<file path="src/rtl/ram_stream_reader.sv">
// Burst reader: issues sequential reads to a 1-cycle-latency synchronous RAM and
// streams the returned words through a 4-entry FIFO with valid/ready handshake.
module ram_stream_reader #(
  parameter int unsigned DATA_WIDTH = 32,
  parameter int unsigned ADDR_WIDTH = 4
) (
  input  logic                  clk,
  input  logic                  rst_n,
  input  logic                  start,
  input  logic [ADDR_WIDTH-1:0] base_addr,
  input  logic [ADDR_WIDTH:0]   count,
  output logic [ADDR_WIDTH-1:0] read_addr,
  output logic                  rd_en,
  input  logic [DATA_WIDTH-1:0] ram_q,
  output logic [DATA_WIDTH-1:0] out_data,
  output logic                  out_valid,
  input  logic                  out_ready,
  output logic                  busy,
  output logic                  done
);

  localparam int unsigned FIFO_DEPTH = 4;
  localparam int unsigned PTR_W      = 2;
  localparam int unsigned OCC_W      = 3;
  localparam int unsigned CNT_W      = ADDR_WIDTH + 1;

  localparam logic [1:0] S_IDLE  = 2'd0;
  localparam logic [1:0] S_RUN   = 2'd1;
  localparam logic [1:0] S_DRAIN = 2'd2;
  localparam logic [1:0] S_DONE  = 2'd3;

  logic [1:0]            state, state_n;
  logic [ADDR_WIDTH-1:0] next_addr, next_addr_n;
  logic [ADDR_WIDTH-1:0] read_addr_n;
  logic [CNT_W-1:0]      issue_left, issue_left_n;
  logic [CNT_W-1:0]      xfer_left, xfer_left_n;
  logic                  rd_en_n;
  logic                  busy_n;
  logic                  done_n;

  // pend marks the ram_q cycle of a read issued in the previous cycle
  logic                  pend;
  logic [DATA_WIDTH-1:0] mem [FIFO_DEPTH];
  logic [PTR_W-1:0]      wr_ptr, rd_ptr, wr_ptr_n, rd_ptr_n;
  logic [OCC_W-1:0]      occ, occ_n;
  logic [DATA_WIDTH-1:0] head_c;
  logic [DATA_WIDTH-1:0] out_data_n;
  logic                  out_valid_n;
  logic                  push_c, pop_c, room_c;

  // FIFO bookkeeping and next head word presented on the stream
  always_comb begin
    pop_c       = out_valid & out_ready;
    push_c      = pend;
    occ_n       = occ + OCC_W'(push_c) - OCC_W'(pop_c);
    wr_ptr_n    = wr_ptr + PTR_W'(push_c);
    rd_ptr_n    = rd_ptr + PTR_W'(pop_c);
    head_c      = (push_c && (wr_ptr == rd_ptr_n)) ? ram_q : mem[rd_ptr_n];
    out_valid_n = (occ_n != '0);
    out_data_n  = out_valid_n ? head_c : out_data;
    // the read issued now is still in flight next cycle, so it counts against room
    room_c      = (occ_n + OCC_W'(rd_en)) < OCC_W'(FIFO_DEPTH);
  end

  always_ff @(posedge clk or negedge rst_n) begin
    if (!rst_n) begin
      state <= S_IDLE;
    end else begin
      state <= state_n;
    end
  end

  // Next-state, read issue and burst counters
  always_comb begin
    state_n      = state;
    rd_en_n      = 1'b0;
    read_addr_n  = read_addr;
    next_addr_n  = next_addr;
    issue_left_n = issue_left;
    xfer_left_n  = pop_c ? (xfer_left - CNT_W'(1)) : xfer_left;
    case (state)
      S_IDLE: begin
        if (start) begin
          if (count != '0) begin
            state_n      = S_RUN;
            rd_en_n      = 1'b1;
            read_addr_n  = base_addr;
            next_addr_n  = base_addr + ADDR_WIDTH'(1);
            issue_left_n = count - CNT_W'(1);
            xfer_left_n  = count;
          end else begin
            state_n = S_DONE;
          end
        end
      end
      S_RUN: begin
        if (issue_left == '0) begin
          state_n = S_DRAIN;
        end else if (room_c) begin
          rd_en_n      = 1'b1;
          read_addr_n  = next_addr;
          next_addr_n  = next_addr + ADDR_WIDTH'(1);
          issue_left_n = issue_left - CNT_W'(1);
        end
      end
      S_DRAIN: begin
        if (pop_c && (xfer_left == CNT_W'(1))) begin
          state_n = S_DONE;
        end
      end
      S_DONE: begin
        state_n = S_IDLE;
      end
      default: begin
        state_n = S_IDLE;
      end
    endcase
    busy_n = (state_n != S_IDLE);
    done_n = (state_n == S_DONE);
  end

  always_ff @(posedge clk or negedge rst_n) begin
    if (!rst_n) begin
      next_addr  <= '0;
      read_addr  <= '0;
      rd_en      <= 1'b0;
      issue_left <= '0;
      xfer_left  <= '0;
      busy       <= 1'b0;
      done       <= 1'b0;
    end else begin
      next_addr  <= next_addr_n;
      read_addr  <= read_addr_n;
      rd_en      <= rd_en_n;
      issue_left <= issue_left_n;
      xfer_left  <= xfer_left_n;
      busy       <= busy_n;
      done       <= done_n;
    end
  end

  always_ff @(posedge clk or negedge rst_n) begin
    if (!rst_n) begin
      pend      <= 1'b0;
      wr_ptr    <= '0;
      rd_ptr    <= '0;
      occ       <= '0;
      out_valid <= 1'b0;
      out_data  <= '0;
    end else begin
      pend      <= rd_en;
      wr_ptr    <= wr_ptr_n;
      rd_ptr    <= rd_ptr_n;
      occ       <= occ_n;
      out_valid <= out_valid_n;
      out_data  <= out_data_n;
    end
  end

  // Storage needs no reset; occupancy alone decides what is valid
  always_ff @(posedge clk) begin
    if (push_c) begin
      mem[wr_ptr] <= ram_q;
    end
  end

endmodule

</file>
<file path="config.mk">
export PLATFORM = sky130hd
export DESIGN_NAME = ram_stream_reader
export DESIGN_NICKNAME = d
export VERILOG_FILES = /design/src/rtl/ram_stream_reader.sv
export SDC_FILE = /design/constraint.sdc
export NUM_CORES = 1
export LEC_CHECK = 0
export BUFFER_PORTS_ARGS = -buffer_cell sky130_fd_sc_hd__buf_2
export CAP_MARGIN = 20
export CORE_MARGIN = 5
export CORE_UTILIZATION = 45
export CTS_BUF_LIST = sky130_fd_sc_hd__clkbuf_4
export CTS_CLUSTER_SIZE = 24
export DETAILED_ROUTE_END_ITERATION = 16
export PLACE_DENSITY = 0.66
export SLEW_MARGIN = 20
export SYNTH_ARGS = -nofsm -noshare
export SYNTH_HDL_FRONTEND = slang
export SYNTH_SLANG_ARGS = --single-unit
</file>
<file path="constraint.sdc">
create_clock -name clk -period 3.5 [get_ports clk]
set_clock_uncertainty 0.05 [all_clocks]
set_input_delay 0.175 -clock clk [delete_from_list [all_inputs] [get_ports clk]]
set_output_delay 0.175 -clock clk [all_outputs]
set_load 0.05 [all_outputs]
</file>
==> results_dict.tcl, run 1 <==
set metrics [dict create \
    ys_async_sr_fraction 0.3333 \
    areaGrowthSynthToFinish_pct 18.95 \
    post-cts-setup-buffer-count 0 \
    io_buffers 84 \
    fin_util 0.5436 \
    initial_core_util 0.4570 \
    synth.most_common_cell "edfxtp_1" \
    ant_nets 0 \
    slew_viol_final 0 \
    critPathLaunchType "flop" \
    yosys.area.top_type_share 0.4896 \
    max_freq_mhz 329.4 \
    critPathArrivalTime_ns 3.46 \
    fin_nets 661 \
    crit_type "flop to flop" \
    clock-sinks 192 \
    rows 48 \
    worst_slew_pin_slew_ns 0.8993 \
    drc 0 \
    synthDistinctLibCells 46 \
    grt_usage 0.1596 \
    core_area_um2 17180 \
    synth_seq_cells 192 \
    grt_pass1_vias 4770 \
    min_period_ns 3.036 \
    cp.required_ns 3.93 \
    rsz0062_at_grt "no" \
    slew_headroom 0.4005 \
    synth_top_cell_by_area "edfxtp_1" \
    gr-total-overflow 0 \
    die_y_um 142.1 \
    cp_max_fo 15 \
    tritoncts "built" \
    fillers 1454 \
    io_pins 85 \
    cts_buffers 17 \
    grt_pass1_wl_mm 25.28 \
    synthFlopType "edfxtp_1" \
    netlist_top_cells_count "edfxtp_1 (128), dfrtp_1 (64), nand2_1 (49)" \
    clockBufferDepth 2 \
    hold_path.class "primary input to flop" \
    via_count 4423 \
    grt_max_degree 65 \
    wl_per_cell_um 17.96 \
    end_kind "flop" \
    synthesis.instances 474 \
    cap_violations 0 \
    drt_iter0_drc 211 \
    grt_antenna_before_repair 1 \
    yosys_warnings 0 \
    root_buffer "clkbuf_4" \
    dpl.hpwl_mm 9.421 \
    netlist_area_um2 7850 \
    tns_ns 0 \
    drive_gt1_frac 0.2931 \
    vias_per_cell 5.222 \
    final-seq-area_um2 5445 \
    hold_viol 0 \
    die_w_um 142.1 \
    fin_ws_ns 0.4645 \
    synth-seq-area-share 0.6937 \
    status "finished, final reports clean" \
    path_clk_slew_ns 0.16 \
    final_area_um2 9338 \
    htree_levels 4 \
    drtPass1Iterations 4 \
    multi_input_comb_area_um2 2276 \
    post-place-ws_ns 0.4788 \
    die-area_um2 20190 \
    finalCritPeriodShare 0.8673 \
    synth_edf_count 128 \
    gp_congestion 0.7907 \
    yosys-top-cells-area "edfxtp_1 (49%), dfrtp_1 (20%), mux4_2 (9.2%)" \
    placed_area_um2 8559 \
    setup_violations 0 \
    routed_wl_mm 15.22 \
    worstSkewPairLatency_ns 0.56 \
    synth_area_per_cell_um2 16.56 \
    synth_fp_nets 527 \
]
-- path summary, 6_finish.rpt --
| check | startpoint | endpoint | slack [ns] | cells past startpoint |
|---|---|---|---|---|
| worst max-delay path | out_valid | issue_left[2] | 0.46 | 11 |
| worst min-delay path | out_ready | xfer_left[0] | 0.18 | 4 |
| worst min register to register | rd_en | pend | 0.40 | 0 |
| min in group asynchronous | rst_n | read_addr[3] | 0.22 | 2 |
| worst max register to register | out_valid | issue_left[2] | 0.46 | 11 |
| max in group asynchronous | rst_n | out_data[13] | 2.60 | 2 |
-- cell families (layout without fill, tap and decap cells) --
logic type,count (synthesis),count (layout),share of synthesized area
XOR/XNOR,10,10,0.01403
adder cells (fa/ha/maj),8,8,0.01371
buffers and inverters,31,178,0.02072
AND/OR/NAND/NOR,97,97,0.05929
flip-flops,192,192,0.6937
AO/OA/AOI/OAI,66,66,0.05818
other,0,1,0
multiplexers,70,70,0.1404
-- cell usage in the layout, fill, tap and decap left out, types with 7 or more instances in the layout --
cell type / n
mux2i_1: 37
nor3_1: 8
buf_2: 83
nor2_1: 15
o21ai_0: 7
buf_4: 9
edfxtp_1: 128
dfrtp_1: 64
a21oi_1: 12
o21ai_1: 30
nand2_1: 49
dlygate4sd3_1: 43
mux4_2: 32
clkbuf_4: 17
inv_1: 8
-- timing repair --
action,CTS,global route
gates resized for setup,0,0
hold buffers,43,0
endpoints found under the hold margin,244,0
-- through the flow --
stage / std cells / hold slack [ns]
2_1_floorplan: 474 / -0.1706
4_1_cts: 846 / 0.1152
5_1_grt: 847 / 0.1348
3_3_place_gp: 771 / 0.3004
6_report: 847 / 0.1799
3_5_place_dp: 771 / 0.3147
-- final cells by class --
type | count | area share
repair buffers | 137 | 0.1021
inverters | 9 | 0.003618
well taps | 225 | 0.03015
clock inverters | 15 | 0.02332
multi-input cells | 251 | 0.2437
diodes | 1 | 0.0002680
flip-flops and latches | 192 | 0.5831
clock buffers | 17 | 0.01367
-- registers in the layout, indices dropped and copies added, names as in the netlist --
name,flops
busy,1
out_valid,1
issue_left,5
state,2
wr_ptr,2
mem,128
read_addr,4
rd_ptr,2
done,1
rd_en,1
occ,3
out_data,32
next_addr,4
pend,1
xfer_left,5
-- metal layers --
metal  vias to the layer above  track usage  routed length, um
met5                         -            0                  0
met4                         0      0.04242                155
met3                        11      0.04032                757
met2                       112       0.2616               7524
met1                      2228       0.2150               6779
li1                       2072            -                  -
-- critical path, cell delays in order (launching register included) --
cell      delay [ns]
dfrtp_1         0.41
nand2_1         0.21
or2_2           0.18
nand2_1         0.06
ha_1            0.20
fa_1            0.37
xnor3_2         0.43
xnor2_1         0.17
o31a_4          0.38
inv_2           0.22
a21oi_1         0.10
a211oi_1        0.18
Power of run 1 is left out: the tool's default activity adds up to more than one toggle a clock period on the data nets, which glitch-free logic cannot reach.
==> inputs of run 2 (changes only) <==
- CORE_ASPECT_RATIO: default -> 1.4
- PLACE_DENSITY: 0.66 -> default
- clock period: 3.5 -> 3.55 ns (I/O delays scaled with it)
==> run 2 against run 1 <==
  * Fmax grew 1.1%
  * Critical path type unchanged
  * Critical path depth unchanged
  * Clock-buffer cell count grew 3
  * Critical endpoint unchanged
  * Die area grew 0.19%
==> results_dict.tcl, run 2 (same netlist as run 1, synthesis figures left out) <==
set metrics [dict create \
    wl_per_cell_um 18.05 \
    initial_core_util 0.4548 \
    min_period_ns 3.001 \
    hold_buffers 43 \
    grt_antenna_before_repair 1 \
    crit_chain "nand2_1 > or2_2 > nand2_1 > ha_1 > fa_1 > xnor3_2 > xnor2_1 > o31a_4 > inv_2 > a21oi_1 > a211oi_1" \
    finalCritPeriodShare 0.8454 \
    path_delay_family "compound AO/OA/AOI/OAI gates" \
    grt_pass1_vias 4735 \
    worst_path_largest_cell_delay_ns 0.43 \
    clockBufferDepth 2 \
    top_regs "mem x128, out_data x32" \
    tns_ns 0 \
    tritoncts "built" \
    htree_levels 4 \
    io_pins 85 \
    cp_num_buf_inv 1 \
    r2r_slack_ns 0.55 \
    drive_gt1_frac 0.2915 \
    largest_reg_flops 128 \
    die_w_um 121.6 \
    core_area_um2 17260 \
    hold_path.class "primary input to flop" \
    slew_viol_final 0 \
    die-area_um2 20220 \
    drc 0 \
    grt_max_degree 65 \
    fin_nets 661 \
    worst_slew_pin_slew_ns 0.9464 \
    rsz0062_at_grt "no" \
    drt_iter0_drc 234 \
    via_count 4411 \
    cts_buffers 17 \
    drtPass1Iterations 5 \
    regMostFlops "mem" \
    status "finished, final reports clean" \
    hold_viol 0 \
    worstSkewPairLatency_ns 0.56 \
    grt_usage 0.1610 \
    root_buffer "clkbuf_4" \
    dpl.hpwl_mm 9.727 \
    post-place-ws_ns 0.5215 \
    cap_violations 0 \
    max_freq_mhz 333.2 \
    vias_per_cell 5.141 \
    critPathArrivalTime_ns 3.41 \
    whs_ns 0.1884 \
    cp_max_fo 15 \
    fin_ws_ns 0.5488 \
    ant_nets 0 \
    rows 57 \
    routed_wl_mm 15.49 \
    gp_congestion 0.7985 \
    grt_pass1_wl_mm 24.96 \
    fillers 1467 \
    io_buffers 84 \
    path_clk_slew_ns 0.14 \
    clock-sinks 192 \
    cp.required_ns 3.96 \
    cts_resized 0 \
    setup_violations 0 \
    end_kind "flop" \
    crit_type "flop to flop" \
    final_common_cell "edfxtp_1" \
    post-cts-setup-buffer-count 0 \
    critPathMostFrequentCell "nand2_1" \
    slew_headroom 0.3690 \
    final_cell_mix "edfxtp_1 (128), buf_2 (83), dfrtp_1 (64)" \
    areaGrowthSynthToFinish_pct 18.20 \
    slowest_stage "xnor3_2" \
    die_y_um 166.3 \
    gr-total-overflow 0 \
    critPathLaunchType "flop" \
]
## run 2: changes by cell type in the layout (fill, tap and decap cells not counted), sizes merged
| cell | previous run | this run |
|---|---|---|
| inv | 17 | 12 |
| clkinv | 1 | 5 |
| clkbuf | 17 | 20 |
| bufinv | 4 | 2 |
## run 2: worst paths after layout
check | cells past startpoint | from | endpoint
worst min register to register | 0 | rd_en | pend
worst min-delay path | 4 | out_ready | xfer_left[0]
worst max register to register | 11 | out_valid | issue_left[2]
min in group asynchronous | 2 | rst_n | busy
worst max-delay path | 11 | out_valid | issue_left[2]
max in group asynchronous | 2 | rst_n | issue_left[1]
## run 2: worst min-delay path, delay by kind of cell
kind | cells | cell delay [ns]
AO/OA/AOI/OAI | 1 | 0.14
XOR/XNOR | 1 | 0.19
buffers and inverters | 1 | 0.09
AND/OR/NAND/NOR | 1 | 0.16
## run 2: cell type report
| type | instances | area, um2 | share of cell area |
|---|---|---|---|
| diodes | 1 | 2.502 | 0.0002697 |
| clock buffers | 20 | 150.1 | 0.01618 |
| clock inverters | 12 | 135.1 | 0.01456 |
| inverters | 9 | 33.78 | 0.003641 |
| multi-input cells | 251 | 2276 | 0.2453 |
| flip-flops and latches | 192 | 5445 | 0.5868 |
| well taps | 236 | 295.3 | 0.03182 |
| repair buffers | 137 | 940.9 | 0.1014 |
## run 2: through the flow
stage | cells | cell area [um2] | utilization
floorplan | 474 | 7850 | -
global placement | 782 | 8561 | 0.4960
detailed placement | 782 | 8561 | 0.4960
CTS | 857 | 9276 | 0.5375
global route | 858 | 9279 | 0.5376
finish | 858 | 9279 | 0.5376
## run 2: per-layer routing
layer | global-route usage | part of all wire | routed length [um] | up-vias
met1 | 0.2013 | 0.42 | 6452 | 2216
met5 | 0 | 0 | 0 | -
li1 | - | - | - | 2068
met4 | 0.05168 | 0.014 | 217 | 0
met2 | 0.2753 | 0.53 | 8136 | 111
met3 | 0.03782 | 0.044 | 682 | 16
Power of run 2 is left out for the same reason.
==> inputs of run 3 (changes only) <==
- clock period: 3.55 -> 3.15 ns (I/O delays scaled with it)
==> run 3 against run 2 <==
  * Clock-buffer cell count is 1 higher
  * Cell count rose by 0.35%
  * Die area unchanged
  * Critical path type unchanged
  * Non-clock buffer count rose by 2
  * Global-route usage grew 0.096 points
==> results_dict.tcl, run 3 (same netlist as run 1, synthesis figures left out) <==
set metrics [dict create \
    drc 0 \
    clockBufferDepth 2 \
    cap_violations 0 \
    largest_reg_flops 128 \
    root_buffer "clkbuf_4" \
    io_buffers 84 \
    gr-total-overflow 0 \
    critPathArrivalTime_ns 3.30 \
    final_cell_mix "edfxtp_1 (128), buf_2 (83), dfrtp_1 (64)" \
    grt_pass1_wl_mm 25.24 \
    rsz0062_at_grt "no" \
    slew_viol_final 0 \
    finalCritPeriodShare 0.9151 \
    tns_ns 0 \
    max_freq_mhz 346.9 \
    die_y_um 166.3 \
    whs_ns 0.08902 \
    cp_max_fo 15 \
    min_period_ns 2.883 \
    hold_viol 0 \
    post-cts-setup-buffer-count 0 \
    htree_levels 4 \
    cts_buffers 17 \
    core_area_um2 17260 \
    rows 57 \
    worst_slew_pin_slew_ns 0.9295 \
    end_kind "flop" \
    drive_gt1_frac 0.2953 \
    ant_nets 0 \
    drt_iter0_drc 294 \
    initial_core_util 0.4548 \
    via_count 4433 \
    status "finished, final reports clean" \
    final_area_um2 9321 \
    die-area_um2 20220 \
    placed_area_um2 8620 \
    clock-sinks 192 \
    hold_path.class "primary input to flop" \
    setup_violations 0 \
    worstSkewPairLatency_ns 0.56 \
    crit_type "flop to flop" \
    final_common_cell "edfxtp_1" \
    die_w_um 121.6 \
    fin_util 0.5401 \
    cp.required_ns 3.57 \
    top_regs "mem x128, out_data x32" \
    vias_per_cell 5.149 \
    wl_per_cell_um 17.84 \
    grt_antenna_before_repair 1 \
    routed_wl_mm 15.36 \
    dpl.hpwl_mm 9.575 \
    grt_pass1_vias 4785 \
    critPathLaunchType "flop" \
    slew_headroom 0.3803 \
    tritoncts "built" \
    fin_nets 663 \
    drtPass1Iterations 6 \
    grt_usage 0.1619 \
    io_pins 85 \
    areaGrowthSynthToFinish_pct 18.74 \
    grt_max_degree 65 \
    cts_resized 0 \
    gp_congestion 0.8211 \
    regMostFlops "mem" \
    path_clk_slew_ns 0.14 \
]
run 3: cell count changes in the layout (fill, tap and decap cells not counted), sizes merged:
cell      before  now
buf           94   96
clkinvlp       2    4
bufinv         2    1
clkbuf        20   21
clkinv         5    4
diode          1    2
inv           12   11
run 3: worst paths after layout:
check,start,endpoint,slack [ns],cells after the start
min,out_ready,occ[0],0.09,5
max reg2reg,out_valid,issue_left[3],0.27,11
max in group asynchronous,rst_n,out_data[1],2.26,2
min in group asynchronous,rst_n,done,0.20,2
max,out_valid,issue_left[3],0.27,11
min reg2reg,rd_en,pend,0.40,0
run 3: worst max-delay path, stage by stage (launching register included):
cell	delay, ns
dfrtp_1	0.42
nand2_1	0.11
or2_2	0.15
nand2_1	0.05
ha_1	0.19
fa_1	0.35
xnor3_2	0.43
xnor2_1	0.16
o31a_4	0.38
inv_2	0.23
a21oi_1	0.10
nor3_1	0.17
run 3: cell type report:
type | instances | area [um2]
inverters | 9 | 33.78
repair buffers | 139 | 993.5
clock buffers | 21 | 157.7
diodes | 2 | 5.005
flip-flops and latches | 192 | 5445
multi-input cells | 251 | 2282
well taps | 236 | 295.3
fillers | 1459 | 7938
clock inverters | 11 | 108.9
run 3: metrics by stage:
stage,std cells,setup WS (ns)
floorplan,474,0.09698
global placement,784,0.4049
detailed placement,784,0.2984
CTS,859,0.2470
global route,861,0.1213
finish,861,0.2675
run 3: what timing repair did:
item,4_1_cts,5_1_grt
endpoints found under the hold margin,246,0
hold buffers,43,0
setup endpoints to repair,0,0
run 3: routing by layer:
metal | GRT usage | routed length, um | vias up
met4 | 0.05656 | 236 | 0
met1 | 0.2014 | 6513 | 2264
li1 | - | - | 2081
met3 | 0.03373 | 444 | 17
met5 | 0 | 0 | -
met2 | 0.2789 | 8166 | 71
Power of run 3 is left out for the same reason.
